===== src/rtl/cmp_stream_pkg.sv =====
// Shared types for the streaming comparator: one-hot result encoding, handshake state, counter helper.
package cmp_pkg;

  typedef enum logic [2:0] {
    CMP_NONE = 3'b000,
    CMP_LT   = 3'b001,
    CMP_EQ   = 3'b010,
    CMP_GT   = 3'b100
  } cmp_res_e;

  typedef enum logic {
    ST_EMPTY = 1'b0,
    ST_FULL  = 1'b1
  } cmp_state_e;

  // Widest statistics counter the helper below can serve.
  localparam int CMP_CNT_MAX_W = 64;

  // Saturating increment; callers zero-extend their counter and its all-ones limit.
  function automatic logic [CMP_CNT_MAX_W-1:0] cmp_sat_inc(
    input logic [CMP_CNT_MAX_W-1:0] cnt,
    input logic [CMP_CNT_MAX_W-1:0] max_val
  );
    return (cnt >= max_val) ? max_val : cnt + 64'd1;
  endfunction

endpackage


===== src/rtl/cmp_stream_if.sv =====
// Operand/result stream of the comparator; master drives operands and out_ready, slave is the comparator.
interface cmp_stream_if #(
  parameter int WIDTH = 8
);
  logic             in_valid;
  logic             in_ready;
  logic [WIDTH-1:0] a;
  logic [WIDTH-1:0] b;
  logic             signed_mode;
  logic             out_valid;
  logic             out_ready;
  logic             a_greater_b;
  logic             a_equal_b;
  logic             a_less_b;

  modport master (
    output in_valid, a, b, signed_mode, out_ready,
    input  in_ready, out_valid, a_greater_b, a_equal_b, a_less_b
  );

  modport slave (
    input  in_valid, a, b, signed_mode, out_ready,
    output in_ready, out_valid, a_greater_b, a_equal_b, a_less_b
  );
endinterface


===== src/rtl/cmp_stream_core.sv =====
// Combinational signed/unsigned magnitude compare producing a one-hot result; no latency, no handshake.
module cmp_core
  import cmp_pkg::*;
#(
  parameter int WIDTH = 8
) (
  input  logic [WIDTH-1:0] a,
  input  logic [WIDTH-1:0] b,
  input  logic             signed_mode,
  output cmp_res_e         res
);

  if (WIDTH < 1) begin : g_width_chk
    $error("cmp_core: WIDTH must be at least 1");
  end

  always_comb begin
    res = CMP_EQ;
    if (signed_mode) begin
      // For WIDTH=1 the lone bit is the sign, so 1'b1 reads as -1.
      if ($signed(a) > $signed(b)) begin
        res = CMP_GT;
      end else if ($signed(a) < $signed(b)) begin
        res = CMP_LT;
      end
    end else begin
      if (a > b) begin
        res = CMP_GT;
      end else if (a < b) begin
        res = CMP_LT;
      end
    end
  end

endmodule


===== src/rtl/cmp_stream.sv =====
// Streaming comparator: one registered result slot, latency 1 clk, in_ready = !out_valid || out_ready.
// Optional saturating per-outcome transfer counters when CMP_STATS_EN is defined.
module cmp_stream
  import cmp_pkg::*;
#(
  parameter int WIDTH = 8,
  parameter int CNT_W = 16
) (
  input  logic             clk,
  input  logic             rst_n,
  cmp_stream_if.slave      bus
`ifdef CMP_STATS_EN
  ,
  input  logic             clr_stats,
  output logic [CNT_W-1:0] cnt_gt,
  output logic [CNT_W-1:0] cnt_eq,
  output logic [CNT_W-1:0] cnt_lt
`endif
);

  if (CNT_W < 1 || CNT_W > CMP_CNT_MAX_W) begin : g_cnt_w_chk
    $error("cmp_stream: CNT_W out of range");
  end

  cmp_state_e state;
  cmp_res_e   res_q;
  cmp_res_e   res_c;

  cmp_core #(
    .WIDTH (WIDTH)
  ) u_core (
    .a           (bus.a),
    .b           (bus.b),
    .signed_mode (bus.signed_mode),
    .res         (res_c)
  );

  assign bus.out_valid   = (state == ST_FULL);
  assign bus.in_ready    = (state == ST_EMPTY) || bus.out_ready;
  assign bus.a_greater_b = res_q[2];
  assign bus.a_equal_b   = res_q[1];
  assign bus.a_less_b    = res_q[0];

  // res_q drops to CMP_NONE whenever the slot empties, so flags read 000 while idle.
  always_ff @(posedge clk or negedge rst_n) begin
    if (!rst_n) begin
      state <= ST_EMPTY;
      res_q <= CMP_NONE;
    end else begin
      case (state)
        ST_EMPTY: begin
          if (bus.in_valid) begin
            state <= ST_FULL;
            res_q <= res_c;
          end
        end
        ST_FULL: begin
          if (bus.out_ready) begin
            if (bus.in_valid) begin
              res_q <= res_c;
            end else begin
              state <= ST_EMPTY;
              res_q <= CMP_NONE;
            end
          end
        end
        default: begin
          state <= ST_EMPTY;
          res_q <= CMP_NONE;
        end
      endcase
    end
  end

`ifdef CMP_STATS_EN
  localparam logic [CNT_W-1:0] CNT_MAX = '1;

  logic xfer;
  assign xfer = bus.out_valid && bus.out_ready;

  function automatic logic [CNT_W-1:0] bump(input logic [CNT_W-1:0] c);
    return CNT_W'(cmp_sat_inc(CMP_CNT_MAX_W'(c), CMP_CNT_MAX_W'(CNT_MAX)));
  endfunction

  // A clear beats a same-cycle transfer: the counters land on zero.
  always_ff @(posedge clk or negedge rst_n) begin
    if (!rst_n) begin
      cnt_gt <= '0;
      cnt_eq <= '0;
      cnt_lt <= '0;
    end else if (clr_stats) begin
      cnt_gt <= '0;
      cnt_eq <= '0;
      cnt_lt <= '0;
    end else if (xfer) begin
      case (res_q)
        CMP_GT:  cnt_gt <= bump(cnt_gt);
        CMP_EQ:  cnt_eq <= bump(cnt_eq);
        CMP_LT:  cnt_lt <= bump(cnt_lt);
        default: ;
      endcase
    end
  end
`endif

  a_onehot: assert property (@(posedge clk) disable iff (!rst_n)
    bus.out_valid |-> $onehot({bus.a_greater_b, bus.a_equal_b, bus.a_less_b}));

  a_idle_zero: assert property (@(posedge clk) disable iff (!rst_n)
    !bus.out_valid |-> ({bus.a_greater_b, bus.a_equal_b, bus.a_less_b} == 3'b000));

  a_hold: assert property (@(posedge clk) disable iff (!rst_n)
    (bus.out_valid && !bus.out_ready) |=> (bus.out_valid && $stable(res_q)));

endmodule


===== src/flat_wrapper.sv =====
// flat-port wrapper written by rule: the top's interface ports become plain ports
module cmp_stream_flat import cmp_pkg::*;
#(
  parameter int WIDTH = 8,
  parameter int CNT_W = 16
)
  (clk, rst_n, bus_in_valid, bus_a, bus_b, bus_signed_mode, bus_out_ready, bus_in_ready, bus_out_valid, bus_a_greater_b, bus_a_equal_b, bus_a_less_b);
  cmp_stream_if #(.WIDTH(WIDTH)) bus_i ();
  input  logic clk;
  input  logic rst_n;
  input wire logic [$bits(bus_i.in_valid)-1:0] bus_in_valid;
  input wire logic [$bits(bus_i.a)-1:0] bus_a;
  input wire logic [$bits(bus_i.b)-1:0] bus_b;
  input wire logic [$bits(bus_i.signed_mode)-1:0] bus_signed_mode;
  input wire logic [$bits(bus_i.out_ready)-1:0] bus_out_ready;
  output wire logic [$bits(bus_i.in_ready)-1:0] bus_in_ready;
  output wire logic [$bits(bus_i.out_valid)-1:0] bus_out_valid;
  output wire logic [$bits(bus_i.a_greater_b)-1:0] bus_a_greater_b;
  output wire logic [$bits(bus_i.a_equal_b)-1:0] bus_a_equal_b;
  output wire logic [$bits(bus_i.a_less_b)-1:0] bus_a_less_b;
  assign bus_i.in_valid = bus_in_valid;
  assign bus_i.a = bus_a;
  assign bus_i.b = bus_b;
  assign bus_i.signed_mode = bus_signed_mode;
  assign bus_i.out_ready = bus_out_ready;
  assign bus_in_ready = bus_i.in_ready;
  assign bus_out_valid = bus_i.out_valid;
  assign bus_a_greater_b = bus_i.a_greater_b;
  assign bus_a_equal_b = bus_i.a_equal_b;
  assign bus_a_less_b = bus_i.a_less_b;
  cmp_stream #(.WIDTH(WIDTH), .CNT_W(CNT_W)) u_core (.clk(clk), .rst_n(rst_n), .bus(bus_i));
endmodule

===== config.mk =====
export PLATFORM = sky130hd
export DESIGN_NAME = cmp_stream_flat
export DESIGN_NICKNAME = d
export VERILOG_FILES = /design/src/rtl/cmp_stream_pkg.sv /design/src/rtl/cmp_stream_if.sv /design/src/rtl/cmp_stream_core.sv /design/src/rtl/cmp_stream.sv /design/src/flat_wrapper.sv
export SDC_FILE = /design/constraint.sdc
export NUM_CORES = 1
export LEC_CHECK = 0
export BUFFER_PORTS_ARGS = -buffer_cell sky130_fd_sc_hd__buf_4
export CORE_AREA = 2 2 39 41
export CTS_CLUSTER_SIZE = 8
export DETAILED_ROUTE_END_ITERATION = 7
export DIE_AREA = 0 0 41 43
export GPL_TIMING_DRIVEN = 0
export HOLD_SLACK_MARGIN = 0.06
export PLACE_DENSITY = 0.67
export SYNTH_ARGS = -nofsm -noshare
export SYNTH_HDL_FRONTEND = slang
export SYNTH_SLANG_ARGS = --single-unit

===== constraint.sdc =====
create_clock -name clk -period 2.7 [get_ports clk]
set_input_delay 0 -clock clk [delete_from_list [all_inputs] [get_ports clk]]
set_output_delay 0 -clock clk [all_outputs]
set_load 0.01 [all_outputs]

==> impl_metrics.ini, run 1 <==
[synth]
netlist_instances = 48
synth_fp_nets = 77
syn_avg_cell_area_sq_um = 8.26
synth_area_leader_cell = dfrtp_1
ys_ff_latch = 4
syn_area_sq_um = 397
yosysTopAreaCellShare_pct = 25.2
synth_common_cells = inv_1, ha_1, a21oi_1, dfrtp_1, nand2_1
ys_types = 20
yosysMostFrequentCell = inv_1
yosys-top-cells-area = dfrtp_1, ha_1, inv_1
ys_seq_area_share_pct = 25.2
ys.flop_type = dfrtp_1
yosys_warnings = 0
synth-edff-count = 0
ys_async_sr_fraction_pct = 100

[global_routing]
overflow = 0
grt_pass1_wl_mm = 1.38
grt_max_degree = 6
grt_pass1_vias = 390
track_usage_pct = 11.3
antenna_found_initial = 0

[worst_setup_path]
start_kind = flip-flop
crit_fanout = 5
path_class = reg2reg
required_ps = 2870
end_kind = flip-flop
worstPathArrival_ps = 1270

[floorplan]
dieArea_sq_mm = 0.00176
die_w_um = 41
die_y_um = 43
initial_utilization_pct = 28.7
core_sq_mm = 0.00138
num_rows = 14
io_pins = 26

[timing]
period_minus_slack_ps = 1100
fin_skew_ps = 2.44
period_share_pct = 40.6
slew_violations = 0
fin_ws_ps = 1600
fin_tns_setup_ps = 0
setup_viol = 0
slew_headroom_pct = 78.3
hold_viol = 0
max_slew.worst_pin.slew_ps = 322
max_freq_ghz = 0.911
grt_setup_unrepaired = false
hold_ws_ps = 104

[power]
ir_drop_v = 0.000117
p_leak_uw = 0.000380
power_density_mw_per_mm2 = 348

[routing]
wire_per_inst_um = 8.95
drcViolationCount = 0
firstDrtPassIters = 2
via_per_inst = 4.68
drt-initial-drc-count = 2
vias = 440
routed_wl_um = 841
postRouteAntennaNets = 0

[final_layout]
final_layout_size_suffix_gt1_share_pct = 39.7
diodes = 0
finish.net_count = 109
finish.utilization_pct = 46.7
nFillCells = 140
syn_to_final_growth_pct = 63.1

[clock_tree]
insertion_delay_ps = 230
cts_sinks = 4
clock-root-buffer = clkbuf_4
cts_tree = built
clkTransAtPathRegs_ps = 40
h-tree-depth = 1
cts_made_buffers = 3
clock_path_buffers = 2

[hold_path]
min_path_type = in2async

[placement]
dp.final_hpwl_um = 746
gp_congestion = 0.690
post-place-ws_ps = 1360
io_buffers = 25

[job]
max_cap_violations = 0

[run_status]
status = complete, no violations
-- state kept, by name (all words and copies together) (netlist names) --
register,flops
u_core.bus.out_valid,1
u_core.res_q,3
-- layout make-up --
type | count | area (sq um) | area share [%]
multi-input cells | 33 | 255 | 39.5
well taps | 16 | 20.0 | 3.09
clock buffers | 3 | 22.5 | 3.48
inverters | 11 | 41.3 | 6.38
repair buffers | 27 | 208 | 32.1
flip-flops and latches | 4 | 100 | 15.5
-- kinds of logic after synthesis --
logic type	synth area share [%]
and+or+nand+nor	13.2
DFF	25.2
buffers and inverters	10.4
xor gates and xnor gates	2.21
adders and majority gates	25.2
AOI/OAI and AO/OA	23.7
-- layout by cell type, fill, tap and decap left out --
| cell type | count |
|---|---|
| o211ai_1 | 1 |
| nor2_1 | 1 |
| inv_1 | 11 |
| a21o_1 | 1 |
| a31oi_1 | 1 |
| o21ai_0 | 2 |
| dfrtp_1 | 4 |
| a21oi_1 | 4 |
| a21oi_2 | 1 |
| o21ai_1 | 1 |
| and4_2 | 1 |
| nand4_1 | 1 |
| xor2_1 | 1 |
| nand2b_1 | 2 |
| a32o_2 | 1 |
| dlygate4sd3_1 | 2 |
| clkbuf_4 | 3 |
| a21bo_1 | 1 |
| nor3_1 | 1 |
| nand2_1 | 4 |
| buf_4 | 25 |
| o31ai_1 | 1 |
| ha_1 | 8 |
-- worst max-delay path: stages (launching register included) --
cell      delay [ps]
dfrtp_1          380
nand2b_1         150
nand2_1           90
a21oi_1          120
o211ai_1         100
a21bo_1          200
-- power by group --
group / total, uW / switching (uW) / internal [uW] / leakage, uW
clock network: 72.3 / 22.8 / 49.6 / 0.0000138
registers: 68.9 / 2.92 / 66.0 / 0.0000503
logic: 84.2 / 35.9 / 48.3 / 0.000315
total: 225 / 61.6 / 164 / 0.000380
-- worst paths after layout --
check	startpoint	to	slack [ps]	cells past startpoint
worst max register to register	u_core.bus.out_valid$_DFF_PN0_	u_core.res_q[1]$_DFFE_PN0P_	1600	5
worst max-delay path	u_core.bus.out_valid$_DFF_PN0_	u_core.res_q[1]$_DFFE_PN0P_	1600	5
worst min-delay path	rst_n	u_core.res_q[2]$_DFFE_PN0P_	100	2
max in group asynchronous	rst_n	u_core.bus.out_valid$_DFF_PN0_	2490	2
worst min register to register	u_core.res_q[2]$_DFFE_PN0P_	u_core.res_q[2]$_DFFE_PN0P_	470	2
min in group clk	bus_out_ready	u_core.bus.out_valid$_DFF_PN0_	130	3
-- what timing repair did --
action                    4_1_cts  5_1_grt
gates resized for setup         0        0
hold buffers                    2        0
buffers inserted                0        0
hold endpoints to repair        6        0
-- metal layers --
metal	up-vias	global-route usage (%)	share of wire (%)
met5	-	0	0
li1	227	-	-
met3	2	3.14	9.9
met1	192	12.5	40
met2	19	17.5	49
met4	0	8.00	1.5
-- stage by stage --
stage	cells	cell area, sq um	power, uW
2_1_floorplan	48	397	111
3_3_place_gp	89	604	151
3_5_place_dp	89	604	152
4_1_cts	94	647	228
5_1_grt	94	647	244
6_report	94	647	225
Power figures use the tool's default switching activity.
==> inputs of run 2 (changes only) <==
ABC_AREA = 1   (was default)
PLACE_DENSITY = 0.69   (was 0.67)
clock period = 1.05 ns   (was 2.7 ns; I/O delays follow)
==> impl_metrics.ini, run 2 <==
[synth]
ys_types = 11
ys_ff_latch = 4
yosysTopAreaCellShare_pct = 24.0
synth_common_cells = nand2_1, inv_1, ha_1
synth_fa_ha_area_share_pct = 24.0
synth_top_family_by_area = simple AND/OR/NAND/NOR gates
synth_mux_area_share_pct = 0
ys.flop_type = dfrtp_1
synth_xor_area_share_pct = 0
yosys_warnings = 0
ys_async_sr_fraction_pct = 100
synth-compound-area-share_pct = 6.61
synth-edff-count = 0
yosysMostFrequentCell = nand2_1
synth_area_leader_cell = dfrtp_1
syn_area_sq_um = 417
yosys-top-cells-area = dfrtp_1, ha_1, nand2_1
syn_avg_cell_area_sq_um = 6.41
netlist_instances = 65
synth_fp_nets = 94
synthSimpleGateAreaFrac_pct = 30.9
ys_seq_area_share_pct = 24.0

[run_status]
status = complete, no violations

[worst_setup_path]
end_kind = flip-flop
crit_fanout = 3
path_class = in2reg
rrSetupSlack_ps = 120
timing.rr.start = u_core.bus.out_valid$_DFF_PN0_
worstPathArrival_ps = 1150
required_ps = 1220
reg2regPathDepth = 3
r2r_end = u_core.res_q[2]$_DFFE_PN0P_
start_kind = primary input

[final_layout]
final_cell_mix = buf_4, nand2_1, inv_1, ha_1, nor2_1
finish.net_count = 127
mostFrequentLayoutCell = buf_4
top_register = u_core.res_q
diodes = 0
largest_register_ffs = 3
syn_to_final_growth_pct = 63.1
layout.cells.non_filler = 112
final_layout_size_suffix_gt1_share_pct = 32.3
nFillCells = 146

[timing]
max_freq_ghz = 1.02
period_share_pct = 93.6
period_minus_slack_ps = 983
hold_viol = 0
setup_viol = 0
max_slew.worst_pin.slew_ps = 329
slew_violations = 0
hold_ws_ps = 105
fin_skew_ps = 8.61
slew_headroom_pct = 77.8
grt_setup_unrepaired = false

[routing]
wire_per_inst_um = 7.94
drcViolationCount = 0
postRouteAntennaNets = 0
vias = 487
via_per_inst = 4.35
firstDrtPassIters = 4
routed_wl_um = 889
drt-initial-drc-count = 5

[placement]
place_inst = 106
dp.final_hpwl_um = 751
io_buffers = 25
gp_congestion = 0.637

[power]
ir_drop_v = 0.000678
power_density_mw_per_mm2 = 879
p_leak_uw = 0.000434

[floorplan]
die_w_um = 41
io_pins = 26
die_y_um = 43
core_sq_mm = 0.00138
num_rows = 14
dieArea_sq_mm = 0.00176
initial_utilization_pct = 30.1

[global_routing]
overflow = 0
grt_max_degree = 5
grt_pass1_wl_mm = 1.44
grt_pass1_vias = 415
antenna_found_initial = 0
track_usage_pct = 12.0

[hold_path]
min_path_type = in2async

[clock_tree]
clock-root-buffer = clkbuf_4
clock_path_buffers = 2
cts_tree = built
cts_sinks = 4
h-tree-depth = 1
cts_made_buffers = 3
insertion_delay_ps = 240
clkTransAtPathRegs_ps = 40

[job]
max_cap_violations = 0
[run 2: logic make-up (layout without fill, tap and decap cells)]
family,count (synthesis),after routing
AND/OR/NAND/NOR,32,32
AO/OA/AOI/OAI,5,5
adder cells (fa/ha/maj),8,8
buffers and inverters,16,47
flip-flops,4,4
[run 2: worst max-delay path by stage]
| stage | start | endpoint | slack, ps | depth (start not counted) |
|---|---|---|---|---|
| after floorplan | bus_b[7] | u_core.res_q[0]$_DFFE_PN0P_ | 50 | 9 |
| after global placement | bus_b[7] | u_core.res_q[0]$_DFFE_PN0P_ | -90 | 10 |
| after detailed placement | bus_b[7] | u_core.res_q[0]$_DFFE_PN0P_ | -130 | 10 |
| after CTS | bus_in_valid | u_core.res_q[2]$_DFFE_PN0P_ | 70 | 5 |
| after global routing | bus_in_valid | u_core.res_q[2]$_DFFE_PN0P_ | 20 | 5 |
| final | bus_in_valid | u_core.res_q[2]$_DFFE_PN0P_ | 70 | 5 |
[run 2: worst max-delay path: stages]
cell	delay, ps
dlygate4sd3_1	550
buf_4	140
o21ai_0	300
nand2_1	80
nand2_1	80
[run 2: per-stage QoR]
| stage | cell area [sq um] | worst slack [ps] | utilization, % | TNS (ps) | power [uW] |
|---|---|---|---|---|---|
| 2_1_floorplan | 417 | 52.1 | - | 0 | 289 |
| 3_3_place_gp | 624 | -94.2 | 45.1 | -270 | 390 |
| 3_5_place_dp | 624 | -127 | 45.1 | -354 | 396 |
| 4_1_cts | 677 | 65.3 | 48.9 | 0 | 598 |
| 5_1_grt | 679 | 21.6 | 49.1 | 0 | 656 |
| 6_report | 679 | 67.4 | 49.1 | 0 | 597 |
[run 2: final cells by class]
cell class	count	area, sq um	share of cell area (%)
clock buffers	3	22.5	3.31
multi-input cells	45	259	38.1
inverters	16	60.1	8.84
well taps	16	20.0	2.95
flip-flops and latches	4	100	14.7
repair buffers	28	218	32.0
[run 2: repair_timing]
action,4_1_cts,5_1_grt
hold endpoints to repair,5,0
setup buffers,0,0
hold buffers,3,0
setup endpoints to repair,0,1
resized for setup,0,1
[run 2: per-layer routing]
| layer | GRT usage, % | share of wire, % | up-vias |
|---|---|---|---|
| li1 | - | - | 257 |
| met1 | 11.4 | 35 | 213 |
| met2 | 21.6 | 56 | 14 |
| met3 | 6.28 | 8.1 | 3 |
| met4 | 2.00 | 0.67 | 0 |
| met5 | 0 | 0 | - |
[run 2: power breakdown]
group	leakage [uW]	switching [uW]	total, uW	internal [uW]
Sequential	0.0000503	9.64	179	170
Clock	0.0000138	66.6	195	128
Combinational	0.000370	100	223	122
